**src/rtl/symbol_bits_packer_pkg.sv**
```systemverilog
// Shared types and elaboration helpers for the symbol-to-word bit packer.
// The packer alternates between accepting symbols and draining a leftover residue word.
package symbol_bits_packer_pkg;

  typedef enum logic {
    FILL  = 1'b0,
    FLUSH = 1'b1
  } packer_state_e;

  function automatic bit params_legal(input int bits_in, input int width_out);
    return ((bits_in == 2) || (bits_in == 4) || (bits_in == 6)) &&
           (width_out >= 8) && ((width_out % 8) == 0) && (width_out >= bits_in);
  endfunction

endpackage

```
**src/rtl/symbol_bits_packer.sv**
```systemverilog
// Packs BITS_IN-bit gray-mapped symbols MSB-first into WIDTH_OUT-bit AXI-Stream words,
// emitting a zero-padded partial word (o_tuser = valid bits) at the end of each packet.
module symbol_bits_packer
  import symbol_bits_packer_pkg::*;
#(
  parameter int BITS_IN   = 6,
  parameter int WIDTH_OUT = 32
) (
  input  logic                       clk,
  input  logic                       reset_n,
  input  logic                       clear,
  input  logic [BITS_IN-1:0]         i_tdata,
  input  logic                       i_tlast,
  input  logic                       i_tvalid,
  output logic                       i_tready,
  output logic [WIDTH_OUT-1:0]       o_tdata,
  output logic                       o_tlast,
  output logic                       o_tvalid,
  input  logic                       o_tready,
  output logic [$clog2(WIDTH_OUT):0] o_tuser
);

  localparam int ACC_W  = WIDTH_OUT + BITS_IN;
  localparam int CNT_W  = $clog2(ACC_W + 1);
  localparam int USER_W = $clog2(WIDTH_OUT) + 1;
  localparam logic [CNT_W-1:0]  BITS_C    = CNT_W'(BITS_IN);
  localparam logic [CNT_W-1:0]  WIDTH_C   = CNT_W'(WIDTH_OUT);
  localparam logic [USER_W-1:0] FULL_USER = USER_W'(WIDTH_OUT);

  generate
    if (!params_legal(BITS_IN, WIDTH_OUT)) begin : g_illegal_params
      $error("symbol_bits_packer: illegal BITS_IN/WIDTH_OUT combination");
    end
  endgenerate

  packer_state_e       state_q, state_d;
  logic [ACC_W-1:0]    acc_q, acc_d;
  logic [CNT_W-1:0]    cnt_q, cnt_d;
  logic [WIDTH_OUT-1:0] data_q, data_d;
  logic                last_q, last_d;
  logic [USER_W-1:0]   user_q, user_d;
  logic                valid_q, valid_d;

  logic                in_hs;
  logic                out_hs;
  logic [ACC_W-1:0]    merged;
  logic [CNT_W-1:0]    total;
  logic [CNT_W-1:0]    residue;
  logic                word_full;

  // Valid bits live left-aligned in acc_q; everything below cnt_q is kept zero.
  assign i_tready  = reset_n && (state_q == FILL) && (!valid_q || o_tready);
  assign in_hs     = i_tvalid && i_tready;
  assign out_hs    = valid_q && o_tready;
  assign merged    = acc_q | ({i_tdata, {WIDTH_OUT{1'b0}}} >> cnt_q);
  assign total     = cnt_q + BITS_C;
  assign residue   = total - WIDTH_C;
  assign word_full = (total >= WIDTH_C);

  always_comb begin
    state_d = state_q;
    acc_d   = acc_q;
    cnt_d   = cnt_q;
    data_d  = data_q;
    last_d  = last_q;
    user_d  = user_q;
    valid_d = valid_q && !out_hs;

    unique case (state_q)
      FILL: begin
        if (in_hs) begin
          if (word_full) begin
            data_d  = merged[ACC_W-1 -: WIDTH_OUT];
            user_d  = FULL_USER;
            valid_d = 1'b1;
            acc_d   = merged << WIDTH_OUT;
            cnt_d   = residue;
            last_d  = i_tlast && (residue == '0);
            if (i_tlast && (residue != '0)) begin
              state_d = FLUSH;
            end
          end else if (i_tlast) begin
            data_d  = merged[ACC_W-1 -: WIDTH_OUT];
            user_d  = USER_W'(total);
            last_d  = 1'b1;
            valid_d = 1'b1;
            acc_d   = '0;
            cnt_d   = '0;
          end else begin
            acc_d = merged;
            cnt_d = total;
          end
        end
      end

      FLUSH: begin
        // The residue word replaces the full word on the cycle it is taken.
        if (out_hs) begin
          data_d  = acc_q[ACC_W-1 -: WIDTH_OUT];
          user_d  = USER_W'(cnt_q);
          last_d  = 1'b1;
          valid_d = 1'b1;
          acc_d   = '0;
          cnt_d   = '0;
          state_d = FILL;
        end
      end

      default: state_d = FILL;
    endcase
  end

  always_ff @(posedge clk) begin
    if (!reset_n || clear) begin
      state_q <= FILL;
      acc_q   <= '0;
      cnt_q   <= '0;
      data_q  <= '0;
      last_q  <= 1'b0;
      user_q  <= '0;
      valid_q <= 1'b0;
    end else begin
      state_q <= state_d;
      acc_q   <= acc_d;
      cnt_q   <= cnt_d;
      data_q  <= data_d;
      last_q  <= last_d;
      user_q  <= user_d;
      valid_q <= valid_d;
    end
  end

  assign o_tdata  = data_q;
  assign o_tlast  = last_q;
  assign o_tuser  = user_q;
  assign o_tvalid = valid_q;

endmodule

```
**config.mk**
```make
export PLATFORM = sky130hd
export DESIGN_NAME = symbol_bits_packer
export DESIGN_NICKNAME = d
export VERILOG_FILES = /design/src/rtl/symbol_bits_packer_pkg.sv /design/src/rtl/symbol_bits_packer.sv
export SDC_FILE = /design/constraint.sdc
export NUM_CORES = 1
export LEC_CHECK = 0
export ABC_AREA = 1
export CELL_PAD_IN_SITES_DETAIL_PLACEMENT = 0
export CELL_PAD_IN_SITES_GLOBAL_PLACEMENT = 1
export CORE_ASPECT_RATIO = 0.9
export CORE_MARGIN = 4
export CORE_UTILIZATION = 42
export CTS_CLUSTER_DIAMETER = 120
export DETAILED_ROUTE_END_ITERATION = 10
export PLACE_DENSITY = 0.92
export RECOVER_POWER = 25
export SLEW_MARGIN = 0
export SYNTH_ARGS = -nofsm -noshare
export SYNTH_HDL_FRONTEND = slang
export SYNTH_SLANG_ARGS = --single-unit
```
**constraint.sdc**
```tcl
create_clock -name clk -period 4.47 [get_ports clk]
set_input_delay 0.6705 -clock clk [delete_from_list [all_inputs] [get_ports clk]]
set_output_delay 0.6705 -clock clk [all_outputs]
set_load 0.01 [all_outputs]
```
After elaboration in Yosys (flattened, before gate mapping)
Index checks and enable logic that the tools add are counted.
{"block": "totals", "reg_bits": 85, "output_inout_bits": 41, "wordCells": 67}
{"block": "op_classes", "n_addsub": 2, "magnitude_cmp": 1, "n_eq_ne": 3, "n_shift": 1, "muxes": 35, "n_bitwise": 2, "n_reduce_logical": 16}
{"cell": "$mux W38", "n": 4}
{"cell": "$mux W32", "n": 4}
{"cell": "$pmux W38 S2", "n": 1}
{"cell": "$pmux W32 S2", "n": 1}
{"cell": "$mux W6", "n": 8}
{"cell": "$or A38 B38 Y38", "n": 1}
{"cell": "$shr A38 B6 Y38", "n": 1}
{"cell": "$pmux W6 S2", "n": 2}
{"cell": "$mux W1", "n": 12}
{"cell": "$logic_and A1 B1 Y1", "n": 7}
{"cell": "$add A6 B3 Y6 const B", "n": 1}
{"cell": "$ge A6 B6 Y1 const B", "n": 1}
{"cell": "$logic_not A6 Y1", "n": 1}
{"cell": "$pmux W1 S2", "n": 3}
{"cell": "$reduce_bool A6 Y1", "n": 1}
{"cell": "$sub A6 B6 Y6 const B", "n": 1}
{"cell": "$logic_not A1 Y1", "n": 3}
{"cell": "$ne A3 B3 Y1 const B", "n": 1}
{"cell": "$reduce_and A3 Y1", "n": 1}
{"cell": "$logic_or A1 B1 Y1", "n": 2}
{"cell": "$ne A2 B1 Y1 const B", "n": 1}
{"cell": "$ne A2 B2 Y1 const B", "n": 1}
{"cell": "$reduce_and A2 Y1", "n": 1}
{"cell": "$not A1 Y1", "n": 1}

Longest topological paths before layout
{"block": "logic_depth", "word_depth": 8, "ltp_mapped": 15, "mapped_depth_nobuf": 12}

Worst setup path before layout
OpenSTA, ideal clock, no wires.
{"block": "synth_path", "path_kind": "reg2reg", "from": "register cnt_q[2]", "to": "register data_q[30] (netlist: o_tdata[30])", "setup_time_ns": 0.117, "t_arrival_ns": 1.817, "setup_slack_ns": 2.536, "path_stages_with_launch": 15, "path_buffers": 4, "synth_period_minus_slack_ns": 1.934, "cell_sequence": "dfxtp_1 > buf_2 > inv_1 > buf_2 > ha_1 > inv_1 > nand3_1 > nand2_1 > nand2_2 > nand3_2 > nand2_2 > buf_6 > buf_4 > nor3_1 > nor2_1"}
{"block": "synth_between", "elab_chain_cells": 6, "elab_cells_between_ends": 10, "cone_classes": "1 x add/sub; 1 x order compare; 1 x eq/ne; 1 x shift; 4 x mux; 1 x bitwise; 1 x reduce/logical"}
{"item": "start: declaration", "line": "symbol_bits_packer.sv:38", "rtl": "logic [CNT_W-1:0] cnt_q, cnt_d;"}
{"item": "start signal: assignment", "line": "symbol_bits_packer.sv:125", "rtl": "cnt_q <= cnt_d;"}
{"item": "parallel branches: the longest is 6 deep, another holds $add A6 B3 Y6"}
{"item": "end signal: assignment", "line": "symbol_bits_packer.sv:126", "rtl": "data_q <= data_d;"}
{"item": "end: declaration", "line": "symbol_bits_packer.sv:39", "rtl": "logic [WIDTH_OUT-1:0] data_q, data_d;"}
Several ways; the timed one is not identified. The select of a mux whose other input is x is not followed.
A chain may end at the register's enable or synchronous reset.

Worst setup path after layout
{"block": "layout_path", "from": "register cnt_q[1]", "to": "register user_q[3] (netlist: o_tuser[3])"}
{"block": "layout_between", "elab_chain_cells": 5, "elab_cells_between_ends": 8, "cone_classes": "1 x add/sub; 1 x order compare; 1 x eq/ne; 4 x mux; 1 x reduce/logical"}
{"item": "$add A6 B3 Y6 *", "line": "symbol_bits_packer.sv:56", "rtl": "assign total = cnt_q + BITS_C;"}
{"item": "$ge A6 B6 Y1 / $mux W6 (equally long branches)", "line": "symbol_bits_packer.sv:58, symbol_bits_packer.sv:82"}
{"item": "$mux W6", "line": "symbol_bits_packer.sv:72", "rtl": "if (word_full) begin"}
{"item": "$mux W6", "line": "symbol_bits_packer.sv:71", "rtl": "if (in_hs) begin"}
{"item": "$pmux W6 S2", "line": "symbol_bits_packer.sv:69", "rtl": "unique case (state_q)"}
{"item": "end signal: assignment", "line": "symbol_bits_packer.sv:128", "rtl": "user_q <= user_d;"}
{"item": "end: declaration", "line": "symbol_bits_packer.sv:41", "rtl": "logic [USER_W-1:0] user_q, user_d;"}
Mark *: on every way between the ends. The rest lies on a longest branch, timed or not. The select of a mux whose other input is x is not followed.

==> reports/results.md <==
| Parameter | Value | Unit |
|:---|:---|:---|
| Status | finished clean | - |
| Maximum ir drop on the vdd rail | 237.2 | uV |
| Die span in y | 103.7 | um |
| Post-Route Setup TNS | 0 | ns |
| Maximum number of pins on one net before global-route repair | 68 | - |
| Capture endpoint of the worst hold path | o_tuser[0] | - |
| Max_cap viols | 0 | - |
| Std-Cell Core Area | 0.009784 | mm^2 |
| Cell count after synthesis | 667 | - |
| Switching Fraction | 22.76 | % |
| Number of antenna violations at the first check in global routing | 0 | - |
| Clock latency on the worst-skew pair | 0.34 | ns |
| Hold Startpoint | o_tuser[0] | - |
| Internal power consumption | 1.326 | mW |
| Crit path arrival time | 3.35 | ns |
| Share of total power in combinational logic | 7.5 | % |
| FF+latch count, synth | 84 | - |
| Clock transition at the register clock pins on the worst setup and hold paths after CTS | 0.06 | ns |
| Number of failing hold endpoints at the final stage | 0 | - |
| Most instantiated cells after synthesis | nand2_1 (200), nor2_1 (102), dfxtp_1 (84), inv_1 (75), nand3_1 (57) | - |
| Via count of the first global-routing pass | 3709 | - |
| Worst hold path depth | 2 | - |
| Min cycle time layout | 3.144 | ns |
| Synthesis Warnings | 0 | - |
| Cts bufs inserted | 9 | - |
| Share of total power in sequential cells | 44.5 | % |
| Post-route clock skew | 0.006383 | ns |
| Fraction of the cycle the final worst path needs | 70.34 | % |
| Critical register-to-register path endpoint | o_tuser[3] | - |
| Die ar. | 0.01186 | mm^2 |
| Global-route wire length before repair | 18.02 | mm |
| Max-slew violation count | 0 | - |
| Final net count | 709 | - |
| Leading cell types by total area after synthesis | dfxtp_1 (39%), nand2_1 (18%), nor2_1 (9.0%), nand3_1 (6.7%), inv_1 (6.6%) | - |
| Clock H-tree levels | 3 | - |
| Max Clk Rate | 0.3181 | GHz |
| Required arrival time at the worst endpoint | 4.68 | ns |
| All-layer global routing usage | 18.49 | % |
| Part of the power in the clock network | 48.0 | % |
| Initial DRC count | 278 | - |
| Die Width | 114.3 | um |
| Final antenna-violating net count | 0 | - |
| Async set or reset register ratio after synthesis | 0 | % |
| Total gr overflow | 0 | - |
| Leak | 2.349 | nW |
| Number of clock sinks | 84 | - |
| Critical path endpoint category | register | - |
| Setup repair after global routing missed its margin | false | - |
| Vias | 4118 | - |
| Net load switching power | 0.3907 | mW |
| Detail-routed via count per cell | 4.979 | - |
| Number of detailed-routing iterations run before antenna repair | 5 | - |
| Cell Area, Synth | 0.004274 | mm^2 |
| Antenna diode count | 0 | - |
| Most used DFF post-synth | dfxtp_1 | - |
| TritonCTS clock tree | yes | - |
| Routed wire length | 10.81 | mm |
| CTS Hold Buffers Added | 0 | - |
| Cell type contributing the most total cell area after synthesis | dfxtp_1 | - |
| Count of different cell masters after synthesis | 25 | - |
| Share of cells above drive strength 1 | 5.849 | % |
| Post-CTS setup-driven buffer insertion count | 0 | - |
| Routability congestion estimate | 0.8834 | - |
| IO Port Bufs | 52 | - |
| I/O pin count | 53 | - |
| Routed wire length per instance | 13.07 | um |
| Detailed placement HPWL | 7.455 | mm |
| Maximum net fanout on the critical path | 67 | - |
| Transition time of the tightest slew-check pin | 0.7321 | ns |
| Area growth from synthesis to layout | 19.73 | % |
| Final core area utilization | 52.30 | % |
| Sequential fraction of the synthesis area | 39.34 | % |
| Post-Syn Nets | 680 | - |
| Count of cells along the worst register-to-register path | 11 | - |
| Startpoint kind of the worst setup timing path | register | - |
| Worst hold path type | register to register | - |
| Clock root buffer | clkbuf_16 | - |
| Max-Slew Margin vs Limit | 50.81 | % |
| Initial core utilization | 43.68 | % |
| Power density cells | 335.4 | mW/mm^2 |
| FF-to-FF setup slack | 1.33 | ns |
| Mean cell area of the mapped netlist | 6.408 | um^2 |
| Fraction of post-synthesis cell area in the top cell type by area | 39.34 | % |
| # setup viols final | 0 | - |
| Crit path kind | register to register | - |
| Buffer depth of the longest clock path | 2 | - |
| Final routed DRC violation total | 0 | - |
| Origin of the critical flop-to-flop path | cnt_q[1] | - |
| Number of rows created at floorplan | 34 | - |
| Most common cell in the netlist | nand2_1 | - |
| Resize count post-CTS | 0 | - |
| Number of enable flip-flop cells after synthesis | 0 | - |
[sequential cells by signal, summed over array words and instances, names as in the netlist]
name,flops
acc_q,38
o_tdata,32
o_tuser,6
cnt_q,5
o_tlast,1
o_tvalid,1
state_q,1
[layout make-up]
type / count / area [um^2]
repair buffers: 58 / 565.5
clock buffers: 11 / 252.7
fillers: 1010 / 4667
multi-input cells: 464 / 2081
well taps: 126 / 157.7
clock inverters: 5 / 82.58
flip-flops and latches: 84 / 1682
inverters: 79 / 296.5
[routing by layer]
| layer | part of all wire [%] | up-vias | global-route usage, % |
|---|---|---|---|
| met4 | 1.4 | 0 | 5.852 |
| li1 | - | 2153 | - |
| met5 | 0 | - | 0 |
| met1 | 49 | 1812 | 25.81 |
| met3 | 7.8 | 17 | 5.656 |
| met2 | 42 | 136 | 27.17 |
[how the worst max path moves through the flow]
stage | startpoint | end | slack [ns] | cells after the start
3_5_place_dp | cnt_q[1] | o_tuser[3] | 1.31 | 11
3_3_place_gp | cnt_q[1] | o_tuser[1] | 1.52 | 11
4_1_cts | cnt_q[1] | o_tuser[1] | 1.30 | 12
6_report | cnt_q[1] | o_tuser[3] | 1.33 | 11
5_1_grt | cnt_q[1] | o_tuser[1] | 1.0 | 12
2_1_floorplan | cnt_q[2] | o_tdata[30] | 2.54 | 14
[stage by stage]
step                      cells  hold WS (ns)  area, um^2  power (mW)  setup WS (ns)
after global routing        827        0.4593        5117       1.777         0.9962
after global placement      811        0.4346        4782      0.9092          1.519
final                       827        0.4375        5117       1.716          1.326
after CTS                   827        0.4435        5117       1.738          1.297
after floorplan             667        0.4201        4274      0.8647          2.536
after detailed placement    811        0.4338        4782      0.9109          1.315
[placed cells by master (no fill, tap or decap), types with 2 or more instances in the layout]
cell type and count:
clkdlybuf4s50_1 21, a21oi_2 10, nand4_1 29, nor2_1 101
dfxtp_1 84, clkbuf_8 2, nor3_1 3, buf_4 6
nand2_1 200, clkbuf_16 9, inv_1 75, nand2_2 2
dlygate4sd3_1 31, a21oi_1 35, o21ai_0 13, bufinv_16 2
o21bai_1 7, inv_2 3, nand3_1 57
[worst max-delay path: stages (launching register included)]
cell	delay [ns]
dfxtp_1	0.72
clkinv_1	0.40
ha_1	0.33
inv_1	0.09
nand4_1	0.10
nand2_2	0.16
nand3_2	0.09
nand2_2	0.09
buf_4	0.50
inv_1	0.33
nand2_1	0.12
a21oi_1	0.07
[power by group through the flow]
stage          Clock, mW  Combinational (mW)  Sequential (mW)
2_1_floorplan          0              0.0819            0.783
3_5_place_dp           0               0.130            0.781
5_1_grt            0.869               0.143            0.765
4_1_cts            0.843               0.130            0.764
3_3_place_gp           0               0.128            0.781
6_report           0.824               0.128            0.764
[kinds of logic (layout without fill, tap and decap cells)]
logic type      after synthesis  after routing  share of synthesized area [%]
compound gates               66             66                          9.046
simple gates                396            396                          39.08
fa+ha+maj                     1              1                         0.2927
xor+xnor                      1              1                         0.2050
flops                        84             84                          39.34
buf+inv                     119            153                          12.03
(Power assumes the default switching activity.)
